--- config.mk ---
export PLATFORM = sky130hd
export DESIGN_NAME = stall_ctrl
export DESIGN_NICKNAME = d
export VERILOG_FILES = /design/src/rtl/stall_ctrl.sv
export SDC_FILE = /design/constraint.sdc
export NUM_CORES = 1
export LEC_CHECK = 0
export BUFFER_PORTS_ARGS = -buffer_cell sky130_fd_sc_hd__buf_2
export CAP_MARGIN = 20
export CORE_MARGIN = 2
export CORE_UTILIZATION = 45
export DETAILED_ROUTE_END_ITERATION = 6
export PLACE_DENSITY = 0.72
export SYNTH_ARGS = -nofsm -noshare
export SYNTH_HDL_FRONTEND = slang
export SYNTH_SLANG_ARGS = --single-unit
--- constraint.sdc ---
create_clock -name clk -period 2.35 [get_ports clk]
set_input_delay 0.235 -clock clk [delete_from_list [all_inputs] [get_ports clk]]
set_output_delay 0.235 -clock clk [all_outputs]
set_load 0.01 [all_outputs]
--- src/rtl/stall_ctrl.sv ---
// Hazard/stall controller for the 5-stage pipeline: load-use stalls, multi-cycle
// multiply holds and taken-branch flushes, plus a saturating stall-cycle counter.
module stall_ctrl #(
  parameter int REG_W    = 5,
  parameter int ZERO_REG = 31,
  parameter int MUL_LAT  = 4,
  parameter int CNT_W    = 32
) (
  input  logic             clk,
  input  logic             reset,
  input  logic [REG_W-1:0] id_rn,
  input  logic [REG_W-1:0] id_rm,
  input  logic             id_uses_rn,
  input  logic             id_uses_rm,
  input  logic [REG_W-1:0] ex_rd,
  input  logic             ex_memRead,
  input  logic             mul_start,
  input  logic             branch_taken,
  output logic             pc_en,
  output logic             ifid_en,
  output logic             idex_en,
  output logic             idex_bubble,
  output logic             exmem_bubble,
  output logic             ifid_flush,
  output logic             mul_busy,
  output logic [CNT_W-1:0] stall_cycles
);

  localparam int CW = (MUL_LAT > 2) ? $clog2(MUL_LAT) : 1;

  typedef enum logic {RUN, MUL} state_t;

  state_t        state, state_next;
  logic [CW-1:0] cnt, cnt_next;
  logic          mul_done, mul_done_next;
  logic          lu;

  // XZR is never a real producer, so it can never cause a load-use stall.
  assign lu = ex_memRead && (ex_rd != REG_W'(ZERO_REG)) &&
              ((id_uses_rn && (id_rn == ex_rd)) || (id_uses_rm && (id_rm == ex_rd)));

  always_ff @(posedge clk or negedge reset) begin
    if (!reset) begin
      state    <= RUN;
      cnt      <= '0;
      mul_done <= 1'b0;
    end else begin
      state    <= state_next;
      cnt      <= cnt_next;
      mul_done <= mul_done_next;
    end
  end

  always_comb begin
    pc_en         = 1'b1;
    ifid_en       = 1'b1;
    idex_en       = 1'b1;
    idex_bubble   = 1'b0;
    exmem_bubble  = 1'b0;
    ifid_flush    = 1'b0;
    mul_busy      = 1'b0;
    state_next    = state;
    cnt_next      = cnt;
    mul_done_next = 1'b0;

    if (!reset) begin
      pc_en       = 1'b0;
      ifid_en     = 1'b0;
      idex_en     = 1'b0;
      idex_bubble = 1'b1;
      state_next  = RUN;
      cnt_next    = '0;
    end else begin
      case (state)
        RUN: begin
          // mul_start is still high for the just-finished multiply on the cycle after MUL.
          if (mul_start && !mul_done) begin
            pc_en        = 1'b0;
            ifid_en      = 1'b0;
            idex_en      = 1'b0;
            exmem_bubble = 1'b1;
            if (MUL_LAT > 2) begin
              state_next = MUL;
              cnt_next   = CW'(MUL_LAT - 2);
            end else begin
              mul_done_next = 1'b1;
            end
          end else if (branch_taken) begin
            ifid_flush  = 1'b1;
            idex_bubble = 1'b1;
          end else if (lu) begin
            pc_en       = 1'b0;
            ifid_en     = 1'b0;
            idex_bubble = 1'b1;
          end
        end
        MUL: begin
          mul_busy     = 1'b1;
          pc_en        = 1'b0;
          ifid_en      = 1'b0;
          idex_en      = 1'b0;
          exmem_bubble = 1'b1;
          cnt_next     = cnt - CW'(1);
          if (cnt == CW'(1)) begin
            state_next    = RUN;
            mul_done_next = 1'b1;
          end
        end
        default: state_next = RUN;
      endcase
    end
  end

  always_ff @(posedge clk or negedge reset) begin
    if (!reset) begin
      stall_cycles <= '0;
    end else if (!pc_en && (stall_cycles != '1)) begin
      stall_cycles <= stall_cycles + CNT_W'(1);
    end
  end

endmodule

==> out/metrics.cfg, run 1 <==
[run_status]
status = complete, no violations

[global_routing]
antenna_found_initial = 0
grt_usage_pct = 17.80
grt_pass1_vias = 1470
grt-ovfl-total = 0
grt_pass1_wl_um = 6948
grt_max_degree = 41

[floorplan]
ios = 61
initial_utilization_pct = 46.04
die_w_um = 70.28
core-area_um2 = 4294
die_y_um = 70.28
row_count = 24
dieArea_um2 = 4939

[sta]
fmax_mhz = 470.9
hold_viol_final = 0
worst_pin_slew_ns = 0.8715
fin_tns_setup_ns = 0
min_period_over_period_pct = 90.37
final-setup-viol-count = 0
drv_slew = 0
min_period_ns = 2.124
finalClockSkew_ns = 0.01082
rsz0062_at_grt = no
slew_headroom_pct = 41.62

[synth]
synth_fp_nets = 213
syn_avg_cell_area_um2 = 10.46
synth.cell_area_um2 = 1977
synth_edf_count = 0
yosys_warnings = 0
synthCells = 189
synth-seq-cells = 36
synth_flop_cell = dfrtp_1
async_flop_share_pct = 100.0
yosysSeqAreaShare_pct = 45.57
ys_types = 36

[critical_path]
cp-start-kind = register
cp_slowest_cell = dfrtp_1
cp.buffers_inverters = 0
path_cells = ha_1, nand2_1, nor4_4, nand4_2, o211ai_4, nor2_1, xor2_1
critPathMaxStageDelay_ns = 0.42
cp.required_ns = 2.52
cp-end-kind = register
worstPathArrival_ns = 2.30
critPathKind = reg -> reg
cp_max_fo = 28
crit_family = simple AND/OR/NAND/NOR gates

[pwr]
p_leak_nw = 1.343
ir_drop_uv = 354.4
cellPowerDensity_nw_per_um2 = 697.7

[place]
gp_congestion = 0.7469
place_hpwl_um = 2991
io_buffers = 60

[clock_tree]
max-clock-path-buffers = 2
cts_hold_buf = 0
numCtsBuffers = 5
clkTransAtPathRegs_ns = 0.08
post-cts-setup-buffers = 0
htreeDepth = 2
cts_tree = yes
cts_num_sinks = 36
clock_latency_ns = 0.29
root_buffer = clkbuf_8
cts-resized-gates = 0

[route]
vias_per_cell = 5.092
drtPass1Iterations = 4
drtIter0Drc = 66
vias = 1558
routed_wl_um = 4054
postRouteAntennaNets = 0
post_drt_wl_per_cell_um = 13.25
route.detailed.drc = 0

[finish]
fin_nets = 277
multi_input_area_um2 = 1002
drive_gt1_share_pct = 34.65
fillers = 411
syn2layout_area_growth_pct = 22.28
seq_area_um2 = 900.9
post-route-util_pct = 56.29
antenna_cells = 0

[hold_path]
hold_path_class = in -> async

[flow_run]
cap_viol_max_count = 0

-- metrics by stage --
step	instances	area, um^2	setup slack (ns)	hold WS, ns	power, mW
final	306	2417	0.2264	0.05323	1.687
after global routing	306	2417	0.005378	0.08653	1.782
after CTS	306	2417	0.2166	0.07529	1.704
after detailed placement	298	2306	0.2434	0.3916	1.160
after global placement	298	2306	0.2970	0.3877	1.154
after floorplan	189	1977	0.2786	-0.06059	1.022
-- per-layer routing --
metal | GRT usage, % | up-vias | share of wire (%)
li1 | - | 774 | -
met1 | 24.49 | 745 | 48
met2 | 26.73 | 37 | 46
met3 | 4.906 | 2 | 4.6
met4 | 6.838 | 0 | 0.52
met5 | 0 | - | 0
-- sequential cells by signal, summed over array words and instances (netlist names) --
| signal | cells |
|---|---|
| cnt | 2 |
| stall_cycles | 32 |
| mul_done | 1 |
| state | 1 |
-- cells in the mapped netlist, types with 2 or more instances --
master / n / area, um^2
a21oi_1: 2 / 10.01
and3_1: 3 / 18.77
buf_4: 2 / 15.01
dfrtp_1: 36 / 900.9
ha_1: 2 / 25.02
inv_1: 6 / 22.52
nand2_1: 22 / 82.58
nand3_1: 8 / 40.04
nand4_1: 5 / 31.28
nand4_2: 3 / 37.54
nor2_1: 18 / 67.56
nor2b_1: 2 / 12.51
nor3_1: 5 / 25.02
nor3_2: 6 / 60.06
nor4_1: 6 / 37.54
o21ai_0: 3 / 15.01
o22ai_1: 2 / 12.51
xnor2_1: 11 / 96.34
xor2_1: 30 / 262.8
-- cell usage in the layout (no fill, tap or decap), drive strengths merged, types with 5 or more instances in the layout --
cell type and instances:
buf 62, dfrtp 36, xor2 30, nand2 22, nor2 18, nor3 12, xnor2 11, nand3 9
nor4 8, nand4 8, inv 6, clkbuf 5
-- final timing paths --
check / start / end / slack [ns] / depth (start not counted)
max reg2reg: stall_cycles[0] / stall_cycles[4] / 0.23 / 7
min in group clk: reset / cnt[1] / 0.40 / 3
max: stall_cycles[0] / stall_cycles[4] / 0.23 / 7
max in group asynchronous: reset / stall_cycles[30] / 1.96 / 2
min: reset / stall_cycles[20] / 0.05 / 2
min reg2reg: stall_cycles[23] / stall_cycles[23] / 0.49 / 1
-- area by class of cell --
cell class	count	area share [%]
clock buffers	5	2.847
clock inverters	3	1.760
inverters	6	0.9317
multi-input cells	142	41.46
flip-flops and latches	36	37.27
well taps	52	2.692
repair buffers	62	13.04
-- cells by family after synthesis --
| kind of cell | after synthesis | share of synthesized area (%) |
|---|---|---|
| adders and majority gates | 2 | 1.266 |
| xor gates and xnor gates | 41 | 18.16 |
| muxes | 2 | 1.329 |
| and+or+nand+nor | 88 | 26.65 |
| buffers and inverters | 11 | 3.734 |
| DFF | 36 | 45.57 |
| AOI/OAI and AO/OA | 9 | 3.291 |
-- where the power goes --
part | internal [mW] | total, mW | switching (mW)
sequential | 0.691 | 0.785 | 0.0930
combinational | 0.164 | 0.362 | 0.198
clock | 0.314 | 0.540 | 0.226
total | 1.17 | 1.69 | 0.517
(Power assumes the default switching activity.)
==> inputs of run 2 (changes only) <==
BUFFER_PORTS_ARGS = -buffer_cell sky130_fd_sc_hd__clkbuf_2   (was -buffer_cell sky130_fd_sc_hd__buf_2)
CORE_ASPECT_RATIO = 0.75   (was not set)
PLACE_DENSITY = not set   (was 0.72)
PLACE_DENSITY_LB_ADDON = 0.2   (was not set)
==> run 2 against run 1 <==
Maximum frequency decreased by 1.9%. Global-route usage increased by 0.75 points. Core utilization increased by 3.3 points. Critical path type unchanged. Critical endpoint is now stall_cycles[31]. Sequential cell count unchanged. First-iteration DRC count decreased by 1.5%.
==> out/metrics.cfg, run 2 (synthesized netlist as in run 1, its figures left out) <==
[critical_path]
endpoint = stall_cycles[31]
worstPathArrival_ns = 2.37
cp-start-kind = register
r2r_start = mul_done
cp-end-kind = register
critPathMaxStageDelay_ns = 0.36
cp.required_ns = 2.56
cp_max_fo = 14
ff2ff_path_depth = 8
reg2reg_setup_slack_ns = 0.18
critPathKind = reg -> reg
path_cells = nor2b_1, nor2_1, nand2_1, inv_1, o21ai_1, o211ai_4, nor4_2, xor2_1
cp_slowest_cell = dfrtp_1
critPathLaunch = mul_done
r2r_end = stall_cycles[31]

[floorplan]
ios = 61
dieArea_um2 = 4945
row_count = 20
die_y_um = 61.40
core-area_um2 = 4129
die_w_um = 80.54
initial_utilization_pct = 47.88

[clock_tree]
numCtsBuffers = 5
cts-resized-gates = 0
cts_tree = yes
clkTransAtPathRegs_ns = 0.08
cts_hold_buf = 0
root_buffer = clkbuf_8
post-cts-setup-buffers = 0
cts_num_sinks = 36
max-clock-path-buffers = 2
clock_latency_ns = 0.30
htreeDepth = 2

[finish]
stdcell_area_um2 = 2462
final_cell_mix = clkbuf_2, dfrtp_1, xor2_1
drive_gt1_share_pct = 35.94
fin_nets = 279
top_register = stall_cycles
layout_commonest_cell = clkbuf_2
antenna_cells = 0
largest_register_ff_count = 32
syn2layout_area_growth_pct = 24.56
reg_top3 = stall_cycles (32), cnt (2)

[pwr]
power.switching_mw = 0.5440
cellPowerDensity_nw_per_um2 = 696.5
ir_drop_uv = 263.2
swShare_pct = 31.72
p_total_mw = 1.715
intPower_mw = 1.171
p_leak_nw = 1.339
power.share.clock_pct = 32.0
power_frac_seq_pct = 46.3
pwr-share-comb_pct = 21.7

[sta]
rsz0062_at_grt = no
final-setup-viol-count = 0
drv_slew = 0
finalClockSkew_ns = 0.01247
fin_tns_setup_ns = 0
slew_headroom_pct = 57.11
min_period_ns = 2.165
worst_pin_slew_ns = 0.6433
fmax_mhz = 461.8
hold_viol_final = 0
min_period_over_period_pct = 92.14

[global_routing]
grt_pass1_wl_um = 6858
grt_max_degree = 41
antenna_found_initial = 0
grt-ovfl-total = 0
grt_usage_pct = 18.55
grt_pass1_vias = 1479

[route]
drtIter0Drc = 65
drtPass1Iterations = 4
postRouteAntennaNets = 0
route.detailed.drc = 0
routed_wl_um = 4421
post_drt_wl_per_cell_um = 14.22
vias_per_cell = 5.212
vias = 1621

[place]
place_hpwl_um = 3097
io_buffers = 60
placed_area_um2 = 2317
gp_congestion = 0.7151

[run_status]
status = complete, no violations

[hold_path]
hold_path_class = in -> async

[flow_run]
cap_viol_max_count = 0

==> run 2: power groups by stage <==
stage               Sequential [mW]  Combinational (mW)  Clock, mW
floorplan                     0.819               0.204          0
global placement              0.803               0.357          0
detailed placement            0.805               0.363          0
CTS                           0.792               0.364      0.560
global route                  0.808               0.410      0.592
finish                        0.794               0.372      0.548
==> run 2: through the flow <==
| step | hold WS [ns] | instances | util (%) | setup slack (ns) |
|---|---|---|---|---|
| after global placement | 0.3971 | 302 | 56.12 | 0.1647 |
| after global routing | 0.07780 | 311 | 59.64 | 0.007098 |
| after CTS | 0.06524 | 310 | 58.82 | 0.1362 |
| final | 0.04138 | 311 | 59.64 | 0.1847 |
| after floorplan | -0.06059 | 189 | - | 0.2786 |
| after detailed placement | 0.3888 | 302 | 56.12 | 0.1423 |
==> run 2: layout make-up <==
class                   instances  area [um^2]
inverters                       6        22.52
clock buffers                   5        68.82
fillers                       354         1667
multi-input cells             143         1036
flip-flops and latches         36        900.9
well taps                      55        68.82
clock inverters                 3        42.54
repair buffers                 63        322.8
==> run 2: layer usage <==
layer	global-route usage, %	vias to the layer above	part of all wire [%]	wire length [um]
li1	-	781	-	-
met1	27.07	788	52	2303
met2	25.95	42	41	1811
met3	4.692	10	5.0	223
met4	8.959	0	1.9	82
met5	0	-	0	0
==> run 2: how the worst min path moves through the flow <==
stage               start          endpoint  slack, ns  cells past startpoint
CTS                 reset  stall_cycles[16]       0.07                      2
global route        reset  stall_cycles[16]       0.08                      2
floorplan           reset            cnt[0]      -0.06                      0
global placement    reset  stall_cycles[28]       0.40                      2
detailed placement  reset  stall_cycles[27]       0.39                      2
finish              reset  stall_cycles[16]       0.04                      2
==> run 2: critical path: cells and delay by family, from the launching register on <==
family / cells / cell delay (ns)
buffers and inverters: 1 / 0.12
xor gates and xnor gates: 1 / 0.19
AOI/OAI and AO/OA: 2 / 0.60
and+or+nand+nor: 4 / 0.81
DFF: 1 / 0.36
==> inputs of run 3 (changes only) <==
CTS_CLUSTER_DIAMETER = 30   (was not set)
RECOVER_POWER = 50   (was not set)
SKIP_CTS_REPAIR_TIMING = 1   (was not set)
==> run 3 against run 2 <==
Clock power hardly changed. Critical path type unchanged. Combinational power is 1% lower. Sequential share of layout area is 0.36 points higher. Design area is 0.97% lower. Clock skew is 0.0017 ns lower. Maximum frequency is 0.38% higher. Highest routed layer unchanged. Worst hold slack better by 0.076 ns.
==> out/metrics.cfg, run 3 (synthesized netlist as in run 1, its figures left out) <==
[run_status]
status = complete, no violations

[floorplan]
core-area_um2 = 4129
initial_utilization_pct = 47.88
row_count = 20
dieArea_um2 = 4945
ios = 61
die_y_um = 61.40
die_w_um = 80.54

[pwr]
ir_drop_uv = 263.4
power.share.clock_pct = 32.0
cellPowerDensity_nw_per_um2 = 700.4
power.switching_mw = 0.5423
swShare_pct = 31.75
pwr-share-comb_pct = 21.5
p_total_mw = 1.708
intPower_mw = 1.166
power_frac_seq_pct = 46.5
p_leak_nw = 1.276

[clock_tree]
clock_latency_ns = 0.30
cts_tree = yes
htreeDepth = 2
clkTransAtPathRegs_ns = 0.08
root_buffer = clkbuf_8
numCtsBuffers = 5
max-clock-path-buffers = 2
cts_num_sinks = 36

[sta]
min_period_ns = 2.157
min_period_over_period_pct = 91.79
hold_viol_final = 0
fin_tns_setup_ns = 0
finalClockSkew_ns = 0.01076
rsz0062_at_grt = no
final-setup-viol-count = 0
drv_slew = 0
fmax_mhz = 463.6
slew_headroom_pct = 57.40
worst_pin_slew_ns = 0.6390

[critical_path]
critPathKind = reg -> reg
cp_max_fo = 14
cp-start-kind = register
cp.required_ns = 2.56
worstPathArrival_ns = 2.37
cp-end-kind = register

[flow_run]
cap_viol_max_count = 0

[finish]
finalNonFillerCells = 311
antenna_cells = 0
top_register = stall_cycles
largest_register_ff_count = 32
multi_input_area_um2 = 1036
fillers = 358
seq_area_um2 = 900.9
drive_gt1_share_pct = 28.52
final_cell_mix = clkbuf_2, dfrtp_1, xor2_1
reg_top3 = stall_cycles (32), cnt (2)
fin_nets = 279
layout_commonest_cell = clkbuf_2
syn2layout_area_growth_pct = 23.35

[global_routing]
grt_usage_pct = 18.55
grt_pass1_vias = 1479
grt_max_degree = 41
antenna_found_initial = 0
grt-ovfl-total = 0
grt_pass1_wl_um = 6858

[route]
vias_per_cell = 5.203
post_drt_wl_per_cell_um = 14.21
postRouteAntennaNets = 0
route.detailed.drc = 0
vias = 1618
drtIter0Drc = 68
drtPass1Iterations = 4
routed_wl_um = 4419

[place]
place_hpwl_um = 3097
dp_cells = 302
gp_congestion = 0.7151
io_buffers = 60

[hold_path]
hold_path_class = in -> async

==> run 3: cell types whose count changed in the layout (fill, tap and decap cells not counted) <==
cell / previous run / this run
clkbuf_2: 60 / 41
clkbuf_1: 0 / 19
==> run 3: per-stage QoR <==
step | util (%) | hold slack [ns] | area (um^2) | setup WS [ns]
2_1_floorplan | - | -0.06059 | 1977 | 0.2786
3_3_place_gp | 56.12 | 0.3971 | 2317 | 0.1647
3_5_place_dp | 56.12 | 0.3888 | 2317 | 0.1423
4_1_cts | 58.82 | 0.06524 | 2429 | 0.1362
5_1_grt | 59.06 | 0.1532 | 2439 | 0.007098
6_report | 59.06 | 0.1172 | 2439 | 0.1928
==> run 3: layout make-up <==
class / count / share of cell area [%]
Clock buffer: 5 / 2.822
Clock inverter: 3 / 1.744
Inverter: 6 / 0.9236
Multi-Input combinational cell: 143 / 42.48
Sequential cell: 36 / 36.94
Tap cell: 55 / 2.822
Timing Repair Buffer: 63 / 12.26
==> run 3: worst paths after layout <==
kind / from / end / slack, ns / depth (start not counted)
setup / recovery: mul_done / stall_cycles[31] / 0.19 / 8
hold / removal: reset / stall_cycles[16] / 0.12 / 2
setup reg to reg: mul_done / stall_cycles[31] / 0.19 / 8
hold reg to reg: stall_cycles[18] / stall_cycles[18] / 0.49 / 1
max in group asynchronous: reset / stall_cycles[26] / 1.90 / 2
min in group clk: stall_cycles[18] / stall_cycles[18] / 0.49 / 1
==> run 3: worst max-delay path, cell delays in order, from the launching register on <==
cell and delay, ns:
dfrtp_1 0.36, nor2b_1 0.14, nor2_1 0.06, nand2_1 0.28
inv_1 0.11, o21ai_1 0.29, o211ai_4 0.31, nor4_2 0.33
xor2_1 0.19
==> run 3: power by group through the flow <==
stage | registers [mW] | logic (mW) | clock network [mW]
floorplan | 0.819 | 0.204 | 0
global placement | 0.803 | 0.357 | 0
detailed placement | 0.805 | 0.363 | 0
CTS | 0.792 | 0.364 | 0.560
global route | 0.807 | 0.405 | 0.592
finish | 0.794 | 0.367 | 0.547
==> run 3: routing by layer <==
layer  wire length, um  global-route usage (%)  part of all wire [%]  up-vias
met2              1815                   25.95                    41       41
met3               234                   4.692                   5.3       10
met1              2286                   27.07                    52      788
li1                  -                       -                     -      779
met5                 0                       0                     0        -
met4                82                   8.959                   1.9        0
